--- src/rtl/pc_controller_if.sv ---
// rtl/pc_controller_if.sv - fetch/redirect bus between the pipeline and the PC controller
interface pc_controller_if;
  logic [31:0] instruction_address;
  logic        hit;
  logic        stall;
  logic        branch_taken;
  logic [31:0] branch_target;
  logic        jump;
  logic [31:0] jump_target;
  logic        pc_enable;
  logic [31:0] next_instruction_address;
  logic        flush;
  logic [1:0]  state;
  logic        miss_timeout;

  modport master (
    output instruction_address, hit, stall, branch_taken, branch_target, jump, jump_target,
    input  pc_enable, next_instruction_address, flush, state, miss_timeout
  );

  modport slave (
    input  instruction_address, hit, stall, branch_taken, branch_target, jump, jump_target,
    output pc_enable, next_instruction_address, flush, state, miss_timeout
  );
endinterface

--- src/rtl/pc_controller.sv ---
// rtl/pc_controller.sv - PC sequencing FSM with pending redirect capture and miss timeout
module pc_controller #(
  parameter logic [31:0] RESET_VECTOR = 32'h0000_0000,
  parameter int unsigned MISS_TIMEOUT = 16
) (
  input logic            clock,
  input logic            reset,
  pc_controller_if.slave bus
);
  localparam int unsigned CW = $clog2(MISS_TIMEOUT + 1);
  localparam logic [CW-1:0] MISS_MAX = CW'(MISS_TIMEOUT);

  typedef enum logic [1:0] {RUN = 2'd0, MISS = 2'd1, FLUSH = 2'd2} state_t;

  state_t        state_q, state_d;
  logic          pending_valid, pending_valid_d;
  logic [31:0]   pending_target, pending_target_d;
  logic [CW-1:0] miss_count, miss_count_d;
  logic          timeout_q, timeout_d;

  logic          redirect_req;
  logic [31:0]   redirect_target;
  logic          advance;
  logic          apply_valid;
  logic [31:0]   addr;

  always_comb begin
    redirect_req     = bus.jump | bus.branch_taken;
    redirect_target  = bus.jump ? bus.jump_target : bus.branch_target;
    advance          = (state_q == RUN) && bus.hit && !bus.stall;
    apply_valid      = pending_valid | redirect_req;

    // The oldest captured redirect outranks anything arriving later.
    if (pending_valid)     addr = pending_target;
    else if (redirect_req) addr = redirect_target;
    else                   addr = bus.instruction_address + 32'd4;

    state_d          = state_q;
    pending_valid_d  = pending_valid;
    pending_target_d = pending_target;
    miss_count_d     = miss_count;
    timeout_d        = timeout_q;

    if (advance && apply_valid) begin
      pending_valid_d = 1'b0;
    end else if (!pending_valid && redirect_req) begin
      pending_valid_d  = 1'b1;
      pending_target_d = redirect_target;
    end

    case (state_q)
      RUN: begin
        miss_count_d = '0;
        if (!bus.hit)                    state_d = MISS;
        else if (advance && apply_valid) state_d = FLUSH;
      end
      MISS: begin
        if (miss_count != MISS_MAX) miss_count_d = miss_count + CW'(1);
        if (miss_count_d == MISS_MAX) timeout_d = 1'b1;
        if (bus.hit) state_d = RUN;
      end
      FLUSH:   state_d = RUN;
      default: state_d = RUN;
    endcase
  end

  always_ff @(posedge clock) begin
    if (reset) begin
      state_q        <= RUN;
      pending_valid  <= 1'b0;
      pending_target <= '0;
      miss_count     <= '0;
      timeout_q      <= 1'b0;
    end else begin
      state_q        <= state_d;
      pending_valid  <= pending_valid_d;
      pending_target <= pending_target_d;
      miss_count     <= miss_count_d;
      timeout_q      <= timeout_d;
    end
  end

  // Reset overrides outputs combinationally so the reset-cycle view is fixed.
  assign bus.pc_enable                = reset | advance;
  assign bus.next_instruction_address = reset ? RESET_VECTOR : addr;
  assign bus.flush                    = !reset && (state_q == FLUSH);
  assign bus.state                    = reset ? RUN : state_q;
  assign bus.miss_timeout             = !reset && timeout_q;
endmodule

--- src/flat_wrapper.sv ---
// flat-port wrapper written by rule: the top's interface ports become plain ports
module pc_controller_flat 
#(
  parameter logic [31:0] RESET_VECTOR = 32'h0000_0000,
  parameter int unsigned MISS_TIMEOUT = 16
)
  (clock, reset, bus_instruction_address, bus_hit, bus_stall, bus_branch_taken, bus_branch_target, bus_jump, bus_jump_target, bus_pc_enable, bus_next_instruction_address, bus_flush, bus_state, bus_miss_timeout);
  pc_controller_if bus_i ();
  input logic clock;
  input logic reset;
  input wire logic [$bits(bus_i.instruction_address)-1:0] bus_instruction_address;
  input wire logic [$bits(bus_i.hit)-1:0] bus_hit;
  input wire logic [$bits(bus_i.stall)-1:0] bus_stall;
  input wire logic [$bits(bus_i.branch_taken)-1:0] bus_branch_taken;
  input wire logic [$bits(bus_i.branch_target)-1:0] bus_branch_target;
  input wire logic [$bits(bus_i.jump)-1:0] bus_jump;
  input wire logic [$bits(bus_i.jump_target)-1:0] bus_jump_target;
  output wire logic [$bits(bus_i.pc_enable)-1:0] bus_pc_enable;
  output wire logic [$bits(bus_i.next_instruction_address)-1:0] bus_next_instruction_address;
  output wire logic [$bits(bus_i.flush)-1:0] bus_flush;
  output wire logic [$bits(bus_i.state)-1:0] bus_state;
  output wire logic [$bits(bus_i.miss_timeout)-1:0] bus_miss_timeout;
  assign bus_i.instruction_address = bus_instruction_address;
  assign bus_i.hit = bus_hit;
  assign bus_i.stall = bus_stall;
  assign bus_i.branch_taken = bus_branch_taken;
  assign bus_i.branch_target = bus_branch_target;
  assign bus_i.jump = bus_jump;
  assign bus_i.jump_target = bus_jump_target;
  assign bus_pc_enable = bus_i.pc_enable;
  assign bus_next_instruction_address = bus_i.next_instruction_address;
  assign bus_flush = bus_i.flush;
  assign bus_state = bus_i.state;
  assign bus_miss_timeout = bus_i.miss_timeout;
  pc_controller #(.RESET_VECTOR(RESET_VECTOR), .MISS_TIMEOUT(MISS_TIMEOUT)) u_core (.clock(clock), .reset(reset), .bus(bus_i));
endmodule
--- config.mk ---
export PLATFORM = sky130hd
export DESIGN_NAME = pc_controller_flat
export DESIGN_NICKNAME = d
export VERILOG_FILES = /design/src/rtl/pc_controller_if.sv /design/src/rtl/pc_controller.sv /design/src/flat_wrapper.sv
export SDC_FILE = /design/constraint.sdc
export NUM_CORES = 1
export LEC_CHECK = 0
export CAP_MARGIN = 15
export CORE_ASPECT_RATIO = 0.8
export CORE_MARGIN = 2
export CORE_UTILIZATION = 47
export CTS_CLUSTER_DIAMETER = 30
export DETAILED_ROUTE_END_ITERATION = 8
export GPL_ROUTABILITY_DRIVEN = 0
export GPL_TIMING_DRIVEN = 0
export PLACE_DENSITY = 0.95
export SYNTH_ARGS = -nofsm -noshare
export SYNTH_HDL_FRONTEND = slang
export SYNTH_SLANG_ARGS = --single-unit
--- constraint.sdc ---
create_clock -name clock -period 4.6 [get_ports clock]
set_input_delay 0.69 -clock clock [delete_from_list [all_inputs] [get_ports clock]]
set_output_delay 0.69 -clock clock [all_outputs]
set_load 0.01 [all_outputs]
# Yosys cells after proc, flatten, opt, wreduce, memory -nomap -nowiden
# Index checks and enable logic that the tools add are counted.
# word_totals
register_bits	41
input_bits	102
output_inout_bits	37
elab_cells	44
# classes
addsub	2
eq_ne	6
muxes	12
n_bitwise	4
reduce_logical	15
# ops
operator	count
$mux W32	4
$add A32 B3 Y32 const B	1
$mux W5	2
$pmux W5 S2	1
$mux W2	4
$logic_and A1 B1 Y1	6
$reduce_and A2 Y1	3
$add A5 B1 Y5 const B	1
$eq A5 B5 Y1 const B	1
$ne A5 B5 Y1 const B	1
$pmux W2 S2	1
$logic_not A1 Y1	3
$ne A3 B3 Y1 const B	1
$or A1 B1 Y1	3
$eq A2 B1 Y1 const B	1
$eq A2 B2 Y1 const B	1
$logic_not A2 Y1	1
$ne A2 B2 Y1 const B	1
$reduce_bool A2 Y1	1
$reduce_or A2 Y1	1
$not A1 Y1	1

# Logic depth before layout (Yosys ltp)
# Gate-level depths: netlist (run 1).
# depth
word_depth	7
depth_mapped	7
ltp_nobuf	6

# Least setup slack after synthesis (run 1)
# No wires, ideal clock.
# synth_path
kind	input -> output
start	input bus_instruction_address[2]
end	output bus_next_instruction_address[26]
arrival_time_ps	1957
required_ps	3910
slack_ps	1953
cell_stages	7
path_buffers	1
path_cell_list	ha_1 and4_1 buf_4 nand3_4 nor4_2 o21ai_1 a221oi_2
# synth_via
elab_chain_len	4
# synth_rtl
item	line_no	text
start: declaration	flat_wrapper.sv:11	input wire logic [$bits(bus_i.instruction_address)-1:0] bus_instruction_address;
$add A32 B3 Y32	pc_controller.sv:36	else addr = bus.instruction_address + 32'd4;
$mux W32	pc_controller.sv:35	else if (redirect_req) addr = redirect_target;
$mux W32	pc_controller.sv:34	if (pending_valid) addr = pending_target;
$mux W32	pc_controller.sv:85	assign bus.next_instruction_address = reset ? RESET_VECTOR : addr;
end: declaration	flat_wrapper.sv:19	output wire logic [$bits(bus_i.next_instruction_address)-1:0] bus_next_instruction_address;
# No other way between the ends.

# Worst setup path after layout (run 1)
# Ends and elaborated chain as after synthesis.

==> flow_metrics.tcl, run 1 <==
set metrics [dict create \
    outcome "completed" \
    die_x_um 98.2 \
    antenna_cells 0 \
    path_cells "clkdlybuf4s50_1, ha_1, and4_1, buf_4, nand3_4, nor4_2, o21ai_1, a221oi_2, clkdlybuf4s50_1" \
    hold_viol 0 \
    synth_nets 533 \
    clk_root_buffer_cell "clkbuf_8" \
    wirelength_um 11900 \
    clk_pin_slew_ns 0.07 \
    syn_avg_cell_area_um2 7.79 \
    synthTopCellsByArea "dfxtp_1 25%, mux2i_1 9.6%, a211oi_1 6.1%, xnor2_1 6.0%, nor2_1 5.9%" \
    period_share 0.860 \
    dr.pass1.iters 5 \
    synth_largest_area_cell "dfxtp_1" \
    die_y_um 79.3 \
    critPathMaxFanout 9 \
    synth.distinct_cells 47 \
    fmax_mhz 253 \
    yosys.area_share.adder 0.0113 \
    dp_cells 651 \
    worstPathArrival_ns 3.27 \
    cts_made_buffers 5 \
    crit_top_cell "clkdlybuf4s50_1" \
    io_buffers 136 \
    post_cts_resized 0 \
    synthXorXnorAreaFrac 0.0736 \
    tightest_slew_ns 0.678 \
    setup_tns_ns 0 \
    io_pins 139 \
    cts_max_path_buffers 2 \
    dieArea_mm2 0.00779 \
    synthMuxAreaShare 0.0995 \
    synth_flop_cell "dfxtp_1" \
    cts_setup_buffers 0 \
    grt.overflow.total 0 \
    fin_cells 659 \
    drv_cap 0 \
    final_common_cell "clkdlybuf4s50_1" \
    slew_viol_final 0 \
    setup.worst_path.start_class "primary input" \
    fin_util 0.712 \
    grt_max_degree 13 \
    clock-sinks 41 \
    ys_seq_area_frac 0.246 \
    synth_top_area_share 0.246 \
    regArea_um2 821 \
    yosys_warnings 0 \
    coreArea_mm2 0.00689 \
    synthesis.area_mm2 0.00333 \
    vias 4014 \
    rsz0062_at_grt "false" \
    clk-insertion-delay-late_ns 0.31 \
    final_cell_mix "136 x clkdlybuf4s50_1, 52 x nor2_1, 41 x dfxtp_1" \
    async_reset_ff_frac 0 \
    synth_top_family_by_area "compound AO/OA/AOI/OAI gates" \
    hp-class "reg -> reg" \
    grt_usage 0.302 \
    post-route-min-period_ns 3.96 \
    setup_viol 0 \
    max_slew_margin 0.546 \
    dp_hpwl_um 9080 \
    fill_cells 569 \
    finalPower_mw 1.09 \
    ys_seq_elements 41 \
    critical_path_class "in -> out" \
    syn_inst 428 \
    drc 0 \
    synth_edf_count 0 \
    htreeDepth 2 \
    power_density_mw_per_mm2 222 \
    leakage_nw 1.80 \
    ir_drop_uv 144 \
    finClkSkew_ns 0.0140 \
    dr.first_iter.drc_count 299 \
    cts_tree "yes" \
    end_kind "primary output" \
    rows 27 \
    vias_per_cell 6.09 \
    ant_nets 0 \
    area_growth_syn_to_layout_pct 47.1 \
    initial_core_util 0.484 \
    grt_pass1_wl_um 19200 \
    required_ns 3.91 \
    nets 676 \
    wire_per_inst_um 18.0 \
    crit_slowest_cell "clkdlybuf4s50_1" \
    antenna_found_initial 0 \
    grt_pass1_vias 3992 \
    drive_gt1_frac 0.0822 \
    synth-compound-area-share 0.252 \
    multi_input_area_mm2 0.00224 \
    cts_hold_buf 0 \
    timing.critical_path.slowest_cell_delay_ns 0.59 \
    yosys.area_share.simple 0.236 \
]
metrics by stage:
step	setup WS (ns)	area, µm²	hold WS, ns
2_1_floorplan	1.95	3330	0.460
3_3_place_gp	0.693	4800	0.474
3_5_place_dp	0.673	4800	0.491
4_1_cts	0.649	4900	0.502
5_1_grt	0.508	4900	0.525
6_report	0.643	4900	0.502
synthesized netlist by cell type (2+ instances only):
library cell / number
o21ai_0: 21
buf_4: 4
buf_2: 10
inv_1: 30
a311oi_1: 4
dfxtp_1: 41
xnor2_1: 23
a21oi_1: 25
and4_1: 6
xor2_1: 5
nand4_1: 4
nor2b_1: 7
ha_1: 3
nor2_1: 52
mux2i_1: 32
a211oi_1: 27
nor3_2: 3
a21o_1: 2
a221oi_1: 7
nand2b_1: 6
buf_1: 3
nor3_1: 7
clkbuf_1: 18
a22o_1: 2
nor4_2: 8
nand3_1: 12
o22ai_1: 2
or2_2: 3
and3_1: 2
a221o_1: 18
a21oi_2: 3
nand2_1: 23
cells by family after synthesis:
family	count (synthesis)
muxes	33
and+or+nand+nor	140
buffers and inverters	65
AOI/OAI and AO/OA	118
DFF	41
xor gates and xnor gates	28
adders and majority gates	3
sequential cells by signal, indices dropped and copies added (netlist names):
| signal | flops |
|---|---|
| u_core.pending_target | 32 |
| u_core.timeout_q | 1 |
| u_core.pending_valid | 1 |
| u_core.state_q | 2 |
| u_core.miss_count | 5 |
critical path, delay by kind of cell:
family / cells / cell delay, ns
AO/OA/AOI/OAI: 2 / 0.40
adder cells (fa/ha/maj): 1 / 0.24
buffers and inverters: 3 / 1.27
AND/OR/NAND/NOR: 3 / 0.66
cell type report:
class / count / share of cell area
Clock buffer: 7 / 0.0196
Tap cell: 87 / 0.0222
Inverter: 30 / 0.0230
Timing Repair Buffer: 136 / 0.278
Clock inverter: 1 / 0.00102
Multi-Input combinational cell: 322 / 0.457
Sequential cell: 41 / 0.167
Buffer: 35 / 0.0324
where the power goes:
part	leakage [nW]	internal, mW	switching (mW)	total, mW
logic	1.41	0.212	0.203	0.415
clock network	0.0542	0.136	0.135	0.271
registers	0.339	0.386	0.0163	0.403
layer usage:
metal,vias to the layer above,GRT usage,routed length (µm)
li1,1832,-,-
met1,1863,0.368,4660
met2,272,0.516,5670
met3,47,0.0660,1100
met4,0,0.132,422
met5,-,0,0
path summary, 6_finish.rpt:
path | start | endpoint | slack [ns] | cells past startpoint
max | bus_instruction_address[2] | bus_next_instruction_address[26] | 0.64 | 9
min | u_core.pending_target[14]$_SDFFE_PP0P_ | u_core.pending_target[14]$_SDFFE_PP0P_ | 0.50 | 2
max reg2reg | u_core.state_q[1]$_SDFFE_PP0P_ | u_core.pending_target[1]$_SDFFE_PP0P_ | 2.73 | 4
min reg2reg | u_core.pending_target[14]$_SDFFE_PP0P_ | u_core.pending_target[14]$_SDFFE_PP0P_ | 0.50 | 2
No activity file was read; power rests on OpenSTA's default activity.
==> run 2, diff against run 1 <==
CAP_MARGIN = not set   (was 15)
GPL_TIMING_DRIVEN = not set   (was 0)
==> run 2 against run 1 <==
Net effect: worst hold slack lost 0.0024 ns; via count shrank 9.2%; register-to-register slack gained 0.15 ns; cell area shrank 1.3%; routed wire length shrank 14%; maximum frequency shrank 0.50%; critical path type unchanged.
==> flow_metrics.tcl, run 2 (synthesized netlist as in run 1, its figures left out) <==
set metrics [dict create \
    antenna_found_initial 0 \
    final_cell_mix "136 x clkdlybuf4s50_1, 51 x nor2_1, 40 x dfxtp_1" \
    rows 27 \
    critPathMaxFanout 9 \
    fill_cells 568 \
    vias_per_cell 5.75 \
    io_pins 139 \
    dieArea_mm2 0.00779 \
    nets 651 \
    antenna_cells 0 \
    io_buffers 138 \
    wire_per_inst_um 16.1 \
    critPathTopFamily "buffers and inverters" \
    cts_max_path_buffers 2 \
    grt_pass1_vias 3411 \
    clk_pin_slew_ns 0.07 \
    cts_hold_buf 0 \
    wirelength_um 10200 \
    crit_top_cell "clkdlybuf4s50_1" \
    max_slew_margin 0.378 \
    critical_path_class "in -> out" \
    dp_hpwl_um 7800 \
    clock_power_share 0.270 \
    cts_setup_buffers 0 \
    p_switching_uw 321 \
    cts_made_buffers 5 \
    grt_usage 0.254 \
    timing.critical_path.slowest_cell_delay_ns 0.58 \
    initial_core_util 0.484 \
    die_x_um 98.2 \
    hp-class "reg -> reg" \
    internal-power_uw 773 \
    setup_viol 0 \
    fmax_mhz 251 \
    ant_nets 0 \
    dr.pass1.iters 5 \
    crit_slowest_cell "clkdlybuf4s50_1" \
    vias 3644 \
    grt_pass1_wl_um 16200 \
    slew_viol_final 0 \
    leakage_nw 1.77 \
    grt_max_degree 51 \
    period_share 0.865 \
    rsz0062_at_grt "false" \
    drive_gt1_frac 0.0804 \
    largest_reg_flops 32 \
    end_kind "primary output" \
    pwr-share-comb 0.353 \
    setup.worst_path.start_class "primary input" \
    final_common_cell "clkdlybuf4s50_1" \
    coreArea_mm2 0.00689 \
    power_density_mw_per_mm2 226 \
    htreeDepth 2 \
    grt.overflow.total 0 \
    post-route-min-period_ns 3.98 \
    drc 0 \
    clk_root_buffer_cell "clkbuf_8" \
    outcome "completed" \
    required_ns 3.91 \
    clk-insertion-delay-late_ns 0.29 \
    hold_viol 0 \
    worstPathArrival_ns 3.29 \
    switching_share 0.293 \
    dr.first_iter.drc_count 189 \
    ir_drop_uv 153 \
    die_y_um 79.3 \
    largest-register "u_core.pending_target" \
    clock-sinks 41 \
    tightest_slew_ns 0.934 \
    path_cells "clkdlybuf4s50_1, ha_1, and4_1, nand3_4, nor4_2, o21ai_1, a221oi_2, clkdlybuf4s50_1" \
    cp_num_buf_inv 2 \
    area_growth_syn_to_layout_pct 45.2 \
    reg_top3 "u_core.pending_target (32), u_core.miss_count (5), u_core.state_q (2)" \
    cts_tree "yes" \
    setup_tns_ns 0 \
    drv_cap 0 \
    finClkSkew_ns 0.00642 \
    post_cts_resized 0 \
    seq_power_share 0.377 \
    worst_hold_slack_ns 0.500 \
]
==> run 2: metal layers <==
metal | GRT usage | wire length (µm) | vias to the layer above
met3 | 0.0563 | 682 | 12
li1 | - | - | 1787
met1 | 0.318 | 4450 | 1721
met5 | 0 | 0 | -
met4 | 0.0589 | 116 | 0
met2 | 0.448 | 4940 | 124
==> run 2: layout make-up <==
class	instances	area [µm²]	area share
multi-input cells	322	2250	0.465
repair buffers	146	1430	0.296
flip-flops and latches	41	822	0.170
inverters	30	113	0.0233
well taps	87	109	0.0225
clock buffers	7	86.3	0.0178
clock inverters	1	30.0	0.00620
==> run 2: power by group through the flow <==
stage	combinational [mW]	clock [mW]	sequential [mW]
6_report	0.386	0.295	0.413
5_1_grt	0.419	0.319	0.417
4_1_cts	0.385	0.302	0.412
3_5_place_dp	0.382	0	0.420
3_3_place_gp	0.372	0	0.418
2_1_floorplan	0.201	0	0.406
==> run 2: final timing paths <==
path                                                  to                              startpoint  slack, ns  depth (start not counted)
setup / recovery        bus_next_instruction_address[26]              bus_instruction_address[2]       0.62                          8
hold / removal    u_core.pending_target[16]$_SDFFE_PP0P_  u_core.pending_target[16]$_SDFFE_PP0P_       0.50                          2
hold reg to reg   u_core.pending_target[16]$_SDFFE_PP0P_  u_core.pending_target[16]$_SDFFE_PP0P_       0.50                          2
setup reg to reg  u_core.pending_target[22]$_SDFFE_PP0P_       u_core.pending_valid$_SDFFE_PP0P_       2.88                          3
==> run 2: metrics by stage <==
step                      power, mW  setup slack [ns]   util  instances  instance area, µm²
after floorplan               0.607              1.95      -        428                3330
after global placement        0.790             0.738  0.686        626                4720
after detailed placement      0.803             0.681  0.686        626                4720
after CTS                      1.10             0.656  0.702        634                4840
after global routing           1.16             0.527  0.702        634                4840
final                          1.09             0.623  0.702        634                4840
==> run 2: worst min-delay path: cells and delay by family (launching register included) <==
family / cells / cell delay [ns]
flops: 1 / 0.31
compound gates: 1 / 0.05
simple gates: 1 / 0.09
